==> src/rtl/imem_loader.sv <==
// Packs decoded RV32I fields into instruction words and streams them into IMEM at consecutive word addresses.
// Latency: one cycle from beat acceptance to the IMEM write strobe; back-to-back beats give one write per cycle.
// Backpressure: o_ready is high for the whole LOAD state and low otherwise; unencodable beats are accepted and dropped.
module imem_loader #(
  parameter int ADDR_W = 16,
  parameter int FMT_W  = 3
) (
  input  logic              i_clk,
  input  logic              i_rst_n,
  input  logic              i_start,
  input  logic [ADDR_W-1:0] i_base_addr,
  input  logic              i_valid,
  output logic              o_ready,
  input  logic              i_last,
  input  logic [FMT_W-1:0]  i_fmt,
  input  logic [6:0]        i_opcode,
  input  logic [2:0]        i_funct3,
  input  logic [6:0]        i_funct7,
  input  logic [4:0]        i_rd,
  input  logic [4:0]        i_rs1,
  input  logic [4:0]        i_rs2,
  input  logic [31:0]       i_imm,
  output logic              o_imem_we,
  output logic [ADDR_W-1:0] o_imem_addr,
  output logic [31:0]       o_imem_wdata,
  output logic              o_busy,
  output logic              o_done,
  output logic              o_err,
  output logic [ADDR_W-1:0] o_count
);

  typedef enum logic [1:0] {
    ST_IDLE = 2'd0,
    ST_LOAD = 2'd1,
    ST_DONE = 2'd2
  } state_t;

  state_t            state;
  logic [ADDR_W-1:0] wr_ptr;
  logic [31:0]       enc_word;
  logic              enc_ok;
  logic signed [31:0] imm_s;
  logic              unused_base_lsbs;

  assign imm_s = i_imm;
  // Word alignment is forced, so the two lowest base bits never matter.
  assign unused_base_lsbs = ^i_base_addr[1:0];

  // Encode the current beat and decide whether its immediate fits the chosen format.
  always_comb begin
    enc_word = '0;
    enc_ok   = 1'b0;
    case (i_fmt)
      FMT_W'(0): begin
        enc_word = {i_funct7, i_rs2, i_rs1, i_funct3, i_rd, i_opcode};
        enc_ok   = 1'b1;
      end
      FMT_W'(1): begin
        enc_word = {i_imm[11:0], i_rs1, i_funct3, i_rd, i_opcode};
        enc_ok   = (imm_s >= -2048) && (imm_s <= 2047);
      end
      FMT_W'(2): begin
        enc_word = {i_imm[11:5], i_rs2, i_rs1, i_funct3, i_imm[4:0], i_opcode};
        enc_ok   = (imm_s >= -2048) && (imm_s <= 2047);
      end
      FMT_W'(3): begin
        enc_word = {i_imm[12], i_imm[10:5], i_rs2, i_rs1, i_funct3,
                    i_imm[4:1], i_imm[11], i_opcode};
        enc_ok   = (imm_s >= -4096) && (imm_s <= 4095) && !i_imm[0];
      end
      FMT_W'(4): begin
        enc_word = {i_imm[31:12], i_rd, i_opcode};
        enc_ok   = (i_imm[11:0] == 12'd0);
      end
      FMT_W'(5): begin
        enc_word = {i_imm[20], i_imm[10:1], i_imm[11], i_imm[19:12], i_rd, i_opcode};
        enc_ok   = (imm_s >= -1048576) && (imm_s <= 1048575) && !i_imm[0];
      end
      default: begin
        enc_word = '0;
        enc_ok   = 1'b0;
      end
    endcase
  end

  // Session FSM: registers the encoded write, advances pointer/count, and drives all status outputs.
  always_ff @(posedge i_clk or negedge i_rst_n) begin
    if (!i_rst_n) begin
      state        <= ST_IDLE;
      wr_ptr       <= '0;
      o_ready      <= 1'b0;
      o_imem_we    <= 1'b0;
      o_imem_addr  <= '0;
      o_imem_wdata <= '0;
      o_busy       <= 1'b0;
      o_done       <= 1'b0;
      o_err        <= 1'b0;
      o_count      <= '0;
    end else begin
      o_imem_we <= 1'b0;
      o_done    <= 1'b0;
      case (state)
        ST_IDLE: begin
          if (i_start) begin
            state   <= ST_LOAD;
            wr_ptr  <= {i_base_addr[ADDR_W-1:2], 2'b00};
            o_count <= '0;
            o_err   <= 1'b0;
            o_ready <= 1'b1;
            o_busy  <= 1'b1;
          end
        end
        ST_LOAD: begin
          if (i_valid && o_ready) begin
            if (enc_ok) begin
              o_imem_we    <= 1'b1;
              o_imem_addr  <= wr_ptr;
              o_imem_wdata <= enc_word;
              wr_ptr       <= wr_ptr + ADDR_W'(4);
              o_count      <= o_count + ADDR_W'(1);
            end else begin
              o_err <= 1'b1;
            end
            // The last beat's write lands in the DONE cycle, alongside o_done.
            if (i_last) begin
              state   <= ST_DONE;
              o_ready <= 1'b0;
              o_done  <= 1'b1;
            end
          end
        end
        ST_DONE: begin
          state  <= ST_IDLE;
          o_busy <= 1'b0;
        end
        default: begin
          state   <= ST_IDLE;
          o_ready <= 1'b0;
          o_busy  <= 1'b0;
        end
      endcase
    end
  end

endmodule
==> config.mk <==
export PLATFORM = sky130hd
export DESIGN_NAME = imem_loader
export DESIGN_NICKNAME = d
export VERILOG_FILES = /design/src/rtl/imem_loader.sv
export SDC_FILE = /design/constraint.sdc
export NUM_CORES = 1
export LEC_CHECK = 0
export CAP_MARGIN = 5
export CORE_ASPECT_RATIO = 0.8
export CORE_MARGIN = 2
export CORE_UTILIZATION = 50
export CTS_BUF_LIST = sky130_fd_sc_hd__clkbuf_4
export CTS_CLUSTER_SIZE = 40
export DETAILED_ROUTE_END_ITERATION = 8
export PLACE_DENSITY = 0.88
export SYNTH_ARGS = -nofsm -noshare
export SYNTH_HDL_FRONTEND = slang
export SYNTH_SLANG_ARGS = --single-unit
==> constraint.sdc <==
create_clock -name i_clk -period 3.75 [get_ports i_clk]
set_clock_uncertainty 0.05 [all_clocks]
set_input_delay 0.5625 -clock i_clk [delete_from_list [all_inputs] [get_ports i_clk]]
set_output_delay 0.5625 -clock i_clk [all_outputs]
set_load 0.02 [all_outputs]
==> results of run 1 <==
-- flip-flops by register name, indices dropped and copies added (netlist names) --
name / cells
o_imem_we: 1
o_imem_wdata: 32
o_imem_addr: 14
o_count: 16
o_ready: 1
o_busy: 1
o_err: 1
o_done: 1
state: 2
wr_ptr: 14
-- worst paths after layout --
check                      cells past startpoint  slack [ns]          endpoint
min in group i_clk                             1        0.45  o_imem_wdata[29]
setup reg to reg                               7        0.89   o_imem_addr[12]
hold / removal                                 1        0.24  o_imem_wdata[16]
max in group asynchronous                      1        2.74   o_imem_wdata[5]
setup / recovery                               8        0.72   o_imem_addr[12]
hold reg to reg                                1        0.45  o_imem_wdata[29]
-- routing by layer --
metal  track usage [%]  vias to the layer above
met2              43.5                      182
met4              13.3                        0
met3              5.30                       39
met1              35.4                     2070
met5                 0                        -
li1                  -                     2061
-- synth_stat cells (2+ instances only) --
library cell / count / area, um2
dfrtp_1: 83 / 2080
a21oi_1: 76 / 380
nand2_1: 41 / 154
nor2_1: 41 / 154
nand3_1: 25 / 125
and3_1: 16 / 100
clkbuf_1: 16 / 60.1
mux2_2: 16 / 180
a22oi_1: 15 / 113
o21ai_0: 15 / 75.1
nor2b_1: 14 / 87.6
o21a_1: 14 / 105
buf_4: 11 / 82.6
nand4_1: 9 / 56.3
a31oi_1: 8 / 50.1
nor4_1: 8 / 50.1
o221ai_1: 7 / 61.3
and2_1: 6 / 37.5
inv_1: 6 / 22.5
nand2b_1: 6 / 37.5
nor3b_1: 5 / 37.5
buf_2: 4 / 20.0
buf_6: 4 / 45.0
nand3b_1: 4 / 30.0
o22ai_1: 4 / 25.0
a41oi_1: 3 / 26.3
mux2i_1: 3 / 30.0
nor3_1: 3 / 15.0
a21o_1: 2 / 15.0
buf_1: 2 / 7.51
ha_1: 2 / 25.0
o2bb2ai_1: 2 / 17.5
or3_1: 2 / 12.5
-- layout make-up --
| type | count | area (um2) |
|---|---|---|
| well taps | 112 | 140 |
| clock inverters | 6 | 63.8 |
| inverters | 6 | 22.5 |
| fillers | 673 | 2450 |
| clock buffers | 10 | 75.1 |
| flip-flops and latches | 83 | 2080 |
| repair buffers | 158 | 1580 |
| multi-input cells | 365 | 2150 |
-- power by group through the flow --
stage | combinational, mW | sequential (mW) | clock [mW]
final | 1.82 | 1.52 | 0.533
after global routing | 1.97 | 1.58 | 0.584
after CTS | 1.82 | 1.52 | 0.545
after detailed placement | 1.81 | 1.54 | 0
after global placement | 1.76 | 1.51 | 0
after floorplan | 0.703 | 1.81 | 0
-- per-stage QoR --
step / setup slack [ns] / instance area (um2) / total power, mW
after global placement: 0.391 / 5970 / 3.27
after detailed placement: 0.266 / 5970 / 3.35
after global routing: 0.589 / 6110 / 4.13
after CTS: 0.787 / 6110 / 3.89
after floorplan: 1.48 / 4470 / 2.51
final: 0.723 / 6110 / 3.88
-- kinds of logic (layout without fill, tap and decap cells) --
kind of cell / count (synthesis) / count (layout) / synth area share, %
simple gates: 185 / 185 / 21.3
compound gates: 156 / 156 / 21.3
flops: 83 / 83 / 46.5
buf+inv: 43 / 180 / 5.33
mux: 19 / 19 / 4.71
fa+ha+maj: 2 / 2 / 0.561
other cells: 1 / 2 / 0.0840
xor+xnor: 1 / 1 / 0.196
==> Flow_metrics.wiki, run 1 <==
{| class="wikitable"
! Metric !! Value
|-
| Final count of hold timing violations || 0
|-
| Commonest non-fill, non-tap cells in the layout || 151 x clkdlybuf4s50_1, 83 x dfrtp_1, 76 x a21oi_1
|-
| Critical path cell sequence || clkdlybuf4s50_1, nand4_1, nor3_1, o21ai_0, o32a_1, nand2_2, buf_4, mux2_2
|-
| Synthesized netlist cell count || 490
|-
| Width of the chip || 110 um
|-
| NumNets Final || 713
|-
| Routed wirelength normalized by instance count || 17.1 um
|-
| Initial DRC count || 266
|-
| Drt pass-1 iters || 5
|-
| Total negative setup slack || 0 ns
|-
| Post-synthesis cell area || 4460 um2
|-
| Slew at the pin closest to its max-slew limit || 1.06 ns
|-
| Cell family with the largest share of critical-path delay || buffers and inverters
|-
| Post-CTS Hold Buffers || 0
|-
| Number of buffer cells added on primary ports || 152
|-
| Net Switching || 1.56 mW
|-
| Share of layout cells above drive strength 1 || 6.69%
|-
| Global-route wire length before repair || 20300 um
|-
| Number of CTS-inserted buffers || 9
|-
| Clock sinks || 83
|-
| FFs w/ async S/R, synth || 100%
|-
| Leakage Power || 2.50 nW
|-
| Unrepaired setup endpoints after global routing || no
|-
| Count of vias placed by the detailed router || 4352
|-
| Clock-pin slew of the registers on the worst-case setup and hold paths || 0.14 ns
|-
| Max-cap violations || 0
|-
| Fin Hold WS || 0.237 ns
|-
| Worst setup path startpoint || i_imm[31]
|-
| R2R Path Start || state[0]
|-
| Per-cell via count in the routed design || 5.88
|-
| Post-route clock period utilization || 80.7%
|-
| Final global-route overflow total || 0
|-
| Area added between synthesis and finish || 36.8%
|-
| Maximum number of pins on one net before global-route repair || 84
|-
| Share of total power consumed by net switching || 40.2%
|-
| Portion of total power attributed to sequential cells || 39.3%
|-
| Critical path buffer and inverter count || 2
|-
| Internal || 2.32 mW
|-
| Part of the Yosys area used for sequential elements || 46.5%
|-
| Main flop type after synthesis || dfrtp_1
|-
| Final weighted congestion in routability-driven placement || 0.866
|-
| IO Pins || 157
|-
| CTS H-Tree Depth || 3
|-
| Setup fix buffers added after clock tree synthesis || 0
|-
| Number of non-filler instances in the completed layout || 740
|-
| Routed length on met1 || 5610 um
|-
| Core footprint || 8560 um2
|-
| Number of remaining DRC errors || 0
|-
| Number of antenna violations at the first check in global routing || 0
|-
| Placement row count || 30
|-
| Critical path peak fanout || 25
|-
| Final wirelength || 12700 um
|-
| Ant diodes || 0
|-
| Peak supply drop || 0.382 mV
|-
| Metal2 WL || 5920 um
|-
| Number of max-slew violations in the final report || 0
|-
| Total met3 wirelength after detailed routing || 724 um
|-
| Data arrival time of the critical path || 3.32 ns
|-
| Flop and latch count out of synthesis || 83
|-
| Combinational group share of total power || 47.0%
|-
| Highest achievable clock rate || 330 MHz
|-
| Number of enable flip-flop cells after synthesis || 0
|-
| Clock Tree Root || clkbuf_4
|-
| Crit path max-delay cell type || clkdlybuf4s50_1
|-
| Mean cell area of the mapped netlist || 9.11 um2
|-
| Clock insertion delay at the later pin of the skew report || 0.44 ns
|-
| Worst slew slack as a fraction of its limit || 29.6%
|-
| Resized Gates After CTS || 0
|-
| Fraction of power consumed by the clock network || 13.7%
|-
| Initial Utilization || 52.1%
|-
| Critical path type || input pin to flip-flop
|-
| Unique cell type count in the Yosys netlist || 50
|-
| Total routing resource utilization after global routing || 27.1%
|-
| Worst hold path type || input pin to asynchronous set/reset pin
|-
| YS warnings || 0
|-
| Data required time at the worst endpoint || 4.04 ns
|-
| Cell total after placement || 724
|-
| Number of setup violations in the final report || 0
|-
| Highest routed layer || met4
|-
| Vias in the first global route || 4269
|-
| Post-detail-place hpwl || 9070 um
|-
| Total Die Area || 9700 um2
|-
| Most common cell after layout, fill and taps aside || clkdlybuf4s50_1
|-
| Critical Path Sink Type || flip-flop
|-
| Die boundary height || 88.5 um
|-
| Power density of the placed cells || 635 nW/um2
|-
| Outcome || completed
|-
| Slowest Stage Delay on Critical Path || 0.56 ns
|-
| Post-route minimum period || 3.03 ns
|-
| Clock tree from TritonCTS || built
|-
| Final ANT Viol Nets || 0
|-
| Critical path startpoint category || input pin
|-
| Buffer depth of the longest clock path || 2
|-
| Core utilization of the finished layout || 71.4%
|}
(Power assumes the default switching activity.)
==> run 2, diff against run 1 <==
- CORE_UTILIZATION: 50 -> 47
- PLACE_DENSITY: 0.88 -> 0.83
- clock period: 3.75 -> 2.9 ns (I/O delays scaled with it)
==> run 2 against run 1 <==
The flow now finishes with violations (design-rule violations). Final area grew 3.1%. First-iteration DRC count grew 4.5%. Global-route usage shrank 0.63 points. Power grew 30%. Worst setup slack lost 0.35 ns. Non-clock buffer count grew 21. Sequential share of layout area shrank 1.0 points. Die area grew 6.1%. Combinational power grew 35%. Critical endpoint is now o_imem_wdata[12].
==> Flow_metrics.wiki, run 2 (same netlist as run 1, synthesis figures left out) <==
{| class="wikitable"
! Metric !! Value
|-
| Outcome || complete, but fails checks
|-
| Failing checks || design-rule violations
|-
| Post-CTS Hold Buffers || 0 (unchanged)
|-
| NumNets Final || 734 (+2.9%)
|-
| Data required time at the worst endpoint || 3.21 ns (-0.83 ns)
|-
| Largest Register || o_imem_wdata
|-
| Critical Path Sink Type || flip-flop
|-
| Number of flip-flops in the largest register || 32 (unchanged)
|-
| Per-cell via count in the routed design || 5.81 (-1.2%)
|-
| Core footprint || 9150 um2 (+7.0%)
|-
| Vias in the first global route || 4411 (+3.3%)
|-
| Clock insertion delay at the later pin of the skew report || 0.43 ns (about the same)
|-
| Worst-case reg-to-reg path depth || 9 (+2)
|-
| Number of buffer cells added on primary ports || 152 (unchanged)
|-
| Peak supply drop || 0.557 mV (+46%)
|-
| Resized Gates After CTS || 0 (unchanged)
|-
| Highest achievable clock rate || 395 MHz
|-
| Clock-pin slew of the registers on the worst-case setup and hold paths || 0.13 ns (about the same)
|-
| Maximum number of pins on one net before global-route repair || 84 (unchanged)
|-
| Worst R2R Setup Slack || 0.67 ns (-0.22 ns)
|-
| Number of remaining DRC errors || 7 (+7)
|-
| Data arrival time of the critical path || 2.84 ns (-0.48 ns)
|-
| Clock Tree Root || clkbuf_4
|-
| Clock sinks || 83 (unchanged)
|-
| Clock tree from TritonCTS || built
|-
| IO Pins || 157 (unchanged)
|-
| Worst slew slack as a fraction of its limit || 29.0% (-0.54 points)
|-
| Initial Utilization || 48.8% (-3.4 points)
|-
| Placement row count || 31 (+3.3%)
|-
| Final wirelength || 13300 um (+5.0%)
|-
| Critical path type || input pin to flip-flop
|-
| Total Die Area || 10300 um2 (+6.1%)
|-
| Max-cap violations || 0 (unchanged)
|-
| Critical path startpoint category || input pin
|-
| Drt pass-1 iters || 7 (+2)
|-
| Cell total after placement || 748 (+3.3%)
|-
| Number of setup violations in the final report || 0 (unchanged)
|-
| Slew at the pin closest to its max-slew limit || 1.06 ns (+0.00816 ns)
|-
| Placed Area || 6170 um2 (+3.3%)
|-
| Unrepaired setup endpoints after global routing || no
|-
| Die boundary height || 91.2 um (+3.0%)
|-
| Commonest non-fill, non-tap cells in the layout || 151 x clkdlybuf4s50_1, 83 x dfrtp_1, 76 x a21oi_1
|-
| Final global-route overflow total || 0 (unchanged)
|-
| Setup fix buffers added after clock tree synthesis || 0 (unchanged)
|-
| Final weighted congestion in routability-driven placement || 0.912 (+5.3%)
|-
| Routed wirelength normalized by instance count || 17.5 um (+1.8%)
|-
| Global-route wire length before repair || 21800 um (+7.5%)
|-
| Power density of the placed cells || 803 nW/um2 (+26%)
|-
| Post-route clock period utilization || 87.2%
|-
| Post-route minimum period || 2.53 ns
|-
| Terminus of the critical flop-to-flop path || o_imem_wdata[12]
|-
| Initial DRC count || 278 (+4.5%)
|-
| Critical path peak fanout || 40 (+60%)
|-
| CTS H-Tree Depth || 3 (unchanged)
|-
| Number of max-slew violations in the final report || 0 (unchanged)
|-
| Number of non-filler instances in the completed layout || 763 (+3.1%)
|-
| Number of antenna violations at the first check in global routing || 0 (unchanged)
|-
| Post-detail-place hpwl || 9760 um (+7.7%)
|-
| R2R Path Start || state[1]
|-
| Final count of hold timing violations || 0 (unchanged)
|-
| Final ANT Viol Nets || 0 (unchanged)
|-
| Largest registers || o_imem_wdata: 32 flops, o_count: 16 flops
|-
| Area added between synthesis and finish || 41.1%
|-
| Width of the chip || 113 um (+3.0%)
|-
| Buffer depth of the longest clock path || 2 (unchanged)
|-
| Share of layout cells above drive strength 1 || 9.72% (+3.0 points)
|-
| Worst hold path type || input pin to asynchronous set/reset pin
|-
| Count of vias placed by the detailed router || 4435 (+1.9%)
|-
| Ant diodes || 0 (unchanged)
|-
| Number of CTS-inserted buffers || 9 (unchanged)
|-
| Leakage Power || 2.61 nW (+4.2%)
|-
| Total routing resource utilization after global routing || 26.5% (-0.63 points)
|-
| Most common cell after layout, fill and taps aside || clkdlybuf4s50_1
|-
| Area of all placed cells without fillers || 6300 um2 (+3.1%)
|-
| Final Total Pwr || 5.06 mW (+30%)
|}
==> run 2: layout make-up <==
| type | instances | area [um2] |
|---|---|---|
| tap | 115 | 144 |
| timing repair buffer | 179 | 1770 |
| fill | 745 | 2860 |
| clock inverter | 5 | 55.1 |
| inverter | 6 | 22.5 |
| multi-input combinational | 365 | 2150 |
| sequential | 83 | 2080 |
| clock buffer | 10 | 75.1 |
==> run 2: worst max-delay path, cell delays in order <==
cell and delay [ns]:
clkdlybuf4s50_1 0.45, nor4_1 0.35, and3_1 0.30, o21ai_0 0.16, o32a_1 0.41, nand2_2 0.15
buf_12 0.15, buf_12 0.19, nor2_1 0.06, a21oi_1 0.15
==> run 2: how the worst max path moves through the flow <==
stage	start	endpoint	cells after the start	slack [ns]
2_1_floorplan	i_imm[6]	wr_ptr[2]	9	0.76
3_3_place_gp	i_imm[22]	o_imem_wdata[30]	9	0.07
3_5_place_dp	i_imm[22]	o_count[13]	10	-0.03
4_1_cts	i_imm[22]	o_imem_wdata[12]	10	0.43
5_1_grt	i_imm[20]	o_count[13]	10	0.30
6_report	i_imm[22]	o_imem_wdata[12]	10	0.37
==> run 2: per-layer routing <==
metal	GRT usage, %	wire length, um	up-vias
li1	-	-	2092
met1	35.6	5760	2154
met2	43.1	6560	164
met3	5.47	749	25
met4	8.43	256	0
met5	0	0	-
==> run 2: per-stage QoR <==
| stage | hold WS, ns | worst slack, ns | setup TNS [ns] | util, % |
|---|---|---|---|---|
| global placement | 0.426 | 0.0659 | 0 | 67.4 |
| floorplan | 0.0894 | 0.762 | 0 | - |
| detailed placement | 0.431 | -0.0338 | -0.134 | 67.4 |
| CTS | 0.159 | 0.434 | 0 | 68.8 |
| finish | 0.113 | 0.370 | 0 | 68.8 |
| global route | 0.190 | 0.298 | 0 | 68.8 |
==> run 2: power by group <==
group | switching [mW] | total [mW] | internal, mW
logic | 1.27 | 2.45 | 1.18
clock network | 0.402 | 0.667 | 0.265
registers | 0.333 | 1.94 | 1.61
total | 2.01 | 5.06 | 3.05
==> run 3, diff against run 2 <==
- CORE_UTILIZATION: 47 -> 40
- PLACE_DENSITY: 0.83 -> 0.72
==> run 3 against run 2 <==
The run now ends clean. Final area rose by 1.7%. Power rose by 3.2%. Clock power up 27%. Hold slack lost 0.026 ns. Final cell count increased by 4.2%.
==> Flow_metrics.wiki, run 3 (same netlist as run 1, synthesis figures left out) <==
{| class="wikitable"
! Metric !! Value
|-
| Placement row count || 34 (+9.7%)
|-
| Number of CTS-inserted buffers || 9 (unchanged)
|-
| Critical path depth in cells || 10 (unchanged)
|-
| Worst slew slack as a fraction of its limit || 30.8% (+1.8 points)
|-
| Peak supply drop || 0.510 mV (-8.4%)
|-
| Critical path cell sequence || clkdlybuf4s50_1, nor4_1, and3_1, o21ai_0, o32a_1, nand2_2, buf_12, buf_12, nor2_1, a21oi_1
|-
| Area added between synthesis and finish || 43.5%
|-
| Total routing resource utilization after global routing || 22.3% (-4.2 points)
|-
| Maximum number of pins on one net before global-route repair || 84 (unchanged)
|-
| Highest achievable clock rate || 404 MHz (+2.1%)
|-
| Buffer depth of the longest clock path || 2 (unchanged)
|-
| Critical path type || input pin to flip-flop
|-
| Number of flip-flops in the largest register || 32 (unchanged)
|-
| Resized Gates After CTS || 0 (unchanged)
|-
| Combinational group share of total power || 46.7% (-1.7 points)
|-
| Crit path max-delay cell type || clkdlybuf4s50_1
|-
| Share of total power consumed by net switching || 38.2% (-1.5 points)
|-
| Number of setup violations in the final report || 0 (unchanged)
|-
| Worst-case reg-to-reg path depth || 9 (unchanged)
|-
| Total Die Area || 12000 um2 (+17%)
|-
| Clock sinks || 83 (unchanged)
|-
| Cell family with the largest share of critical-path delay || simple AND/OR/NAND/NOR gates
|-
| Number of max-slew violations in the final report || 0 (unchanged)
|-
| Setup fix buffers added after clock tree synthesis || 0 (unchanged)
|-
| Per-cell via count in the routed design || 5.48 (-5.7%)
|-
| Critical path buffer and inverter count || 3 (unchanged)
|-
| Clock Tree Root || clkbuf_4
|-
| Initial DRC count || 279 (+0.36%)
|-
| Ant diodes || 0 (unchanged)
|-
| Final count of hold timing violations || 0 (unchanged)
|-
| Final weighted congestion in routability-driven placement || 0.913 (about the same)
|-
| Die boundary height || 98.5 um (+8.0%)
|-
| Internal || 3.23 mW (+5.8%)
|-
| Routed wirelength normalized by instance count || 16.4 um (-6.4%)
|-
| Number of remaining DRC errors || 0 (-7)
|-
| Largest Register || o_imem_wdata
|-
| Critical Path Sink Type || flip-flop
|-
| Critical path peak fanout || 34 (-15%)
|-
| Clock insertion delay at the later pin of the skew report || 0.44 ns (about the same)
|-
| IO Pins || 157 (unchanged)
|-
| Unrepaired setup endpoints after global routing || no
|-
| Count of vias placed by the detailed router || 4358 (-1.7%)
|-
| Share of layout cells above drive strength 1 || 10.1% (+0.42 points)
|-
| Net Switching || 1.99 mW (-0.74%)
|-
| Core footprint || 10900 um2 (+19%)
|-
| Critical path startpoint category || input pin
|-
| Number of buffer cells added on primary ports || 152 (unchanged)
|-
| Leakage Power || 2.65 nW (+1.5%)
|-
| Clock tree from TritonCTS || built
|-
| Outcome || completed
|-
| NumNets Final || 737 (+0.41%)
|-
| Post-route minimum period || 2.48 ns (-0.0528 ns)
|-
| Post-route clock period utilization || 85.4% (-1.8 points)
|-
| CTS H-Tree Depth || 3 (unchanged)
|-
| Clock-pin slew of the registers on the worst-case setup and hold paths || 0.14 ns (about the same)
|-
| Width of the chip || 122 um (+8.1%)
|-
| Total negative setup slack || 0 ns (unchanged)
|-
| Largest registers || o_imem_wdata: 32 flops, o_count: 16 flops
|-
| Final ANT Viol Nets || 0 (unchanged)
|-
| Most common cell after layout, fill and taps aside || clkdlybuf4s50_1
|-
| Post-detail-place hpwl || 9590 um (-1.7%)
|-
| Final global-route overflow total || 0 (unchanged)
|-
| Max-cap violations || 0 (unchanged)
|-
| Portion of total power attributed to sequential cells || 37.1% (-1.3 points)
|-
| Commonest non-fill, non-tap cells in the layout || 151 x clkdlybuf4s50_1, 83 x dfrtp_1, 76 x a21oi_1
|-
| Fraction of power consumed by the clock network || 16.2% (+3.0 points)
|-
| Drt pass-1 iters || 4 (-3)
|-
| Global-route wire length before repair || 21000 um (-3.8%)
|-
| Post-CTS Hold Buffers || 0 (unchanged)
|-
| Slew at the pin closest to its max-slew limit || 1.04 ns (-0.0265 ns)
|-
| Data arrival time of the critical path || 2.79 ns (-0.05 ns)
|-
| Vias in the first global route || 4193 (-4.9%)
|-
| Slowest Stage Delay on Critical Path || 0.44 ns (about the same)
|-
| Initial Utilization || 41.0% (-7.8 points)
|-
| Worst hold path type || input pin to asynchronous set/reset pin
|-
| Dominant cell type by count on the critical path || buf_12
|-
| Final wirelength || 13000 um (-2.4%)
|-
| Number of antenna violations at the first check in global routing || 0 (unchanged)
|-
| Data required time at the worst endpoint || 3.21 ns (about the same)
|-
| Power density of the placed cells || 815 nW/um2 (+1.5%)
|-
| Fin Hold WS || 0.0871 ns (-0.0255 ns)
|}
## run 3: cell types whose count changed in the layout (fill, tap and decap cells not counted), sizes merged
cell / before / now
buf: 28 / 31
bufinv: 1 / 3
clkinv: 2 / 1
clkinvlp: 2 / 1
## run 3: final timing paths
path,endpoint,startpoint,slack [ns]
max,o_imem_wdata[9],i_imm[22],0.42
min,o_imem_wdata[14],i_rst_n,0.09
max reg2reg,o_imem_wdata[9],state[1],0.70
min reg2reg,o_imem_wdata[29],o_imem_wdata[29],0.46
max in group asynchronous,o_imem_wdata[16],i_rst_n,2.02
min in group i_clk,o_imem_wdata[29],o_imem_wdata[29],0.46
## run 3: power groups by stage
| stage | clock (mW) | sequential, mW | combinational, mW |
|---|---|---|---|
| 6_report | 0.846 | 1.94 | 2.43 |
| 5_1_grt | 0.933 | 2.00 | 2.62 |
| 4_1_cts | 0.881 | 1.94 | 2.45 |
| 3_5_place_dp | 0 | 1.96 | 2.44 |
| 3_3_place_gp | 0 | 1.93 | 2.39 |
| 2_1_floorplan | 0 | 2.34 | 0.908 |
## run 3: final cells by class
class	count	area [um2]
clock buffer	10	75.1
clock inverter	5	103
sequential	83	2080
tap	144	180
timing repair buffer	182	1790
fill	973	4490
multi-input combinational	365	2150
inverter	6	22.5
## run 3: per-stage QoR
step,instance area [um2],instances,setup WS (ns),total power [mW],util (%)
floorplan,4470,491,0.762,3.24,-
global placement,6230,780,0.0611,4.33,57.2
detailed placement,6230,780,0.0192,4.40,57.2
CTS,6400,795,0.512,5.27,58.8
global route,6400,795,0.340,5.56,58.8
finish,6400,795,0.423,5.22,58.8
## run 3: layer usage
layer / vias up / part of all wire [%] / GRT usage (%)
met2: 153 / 47 / 35.0
met1: 2092 / 46 / 31.3
met5: - / 0 / 0
li1: 2091 / - / -
met3: 22 / 5.4 / 4.11
met4: 0 / 1.9 / 6.98
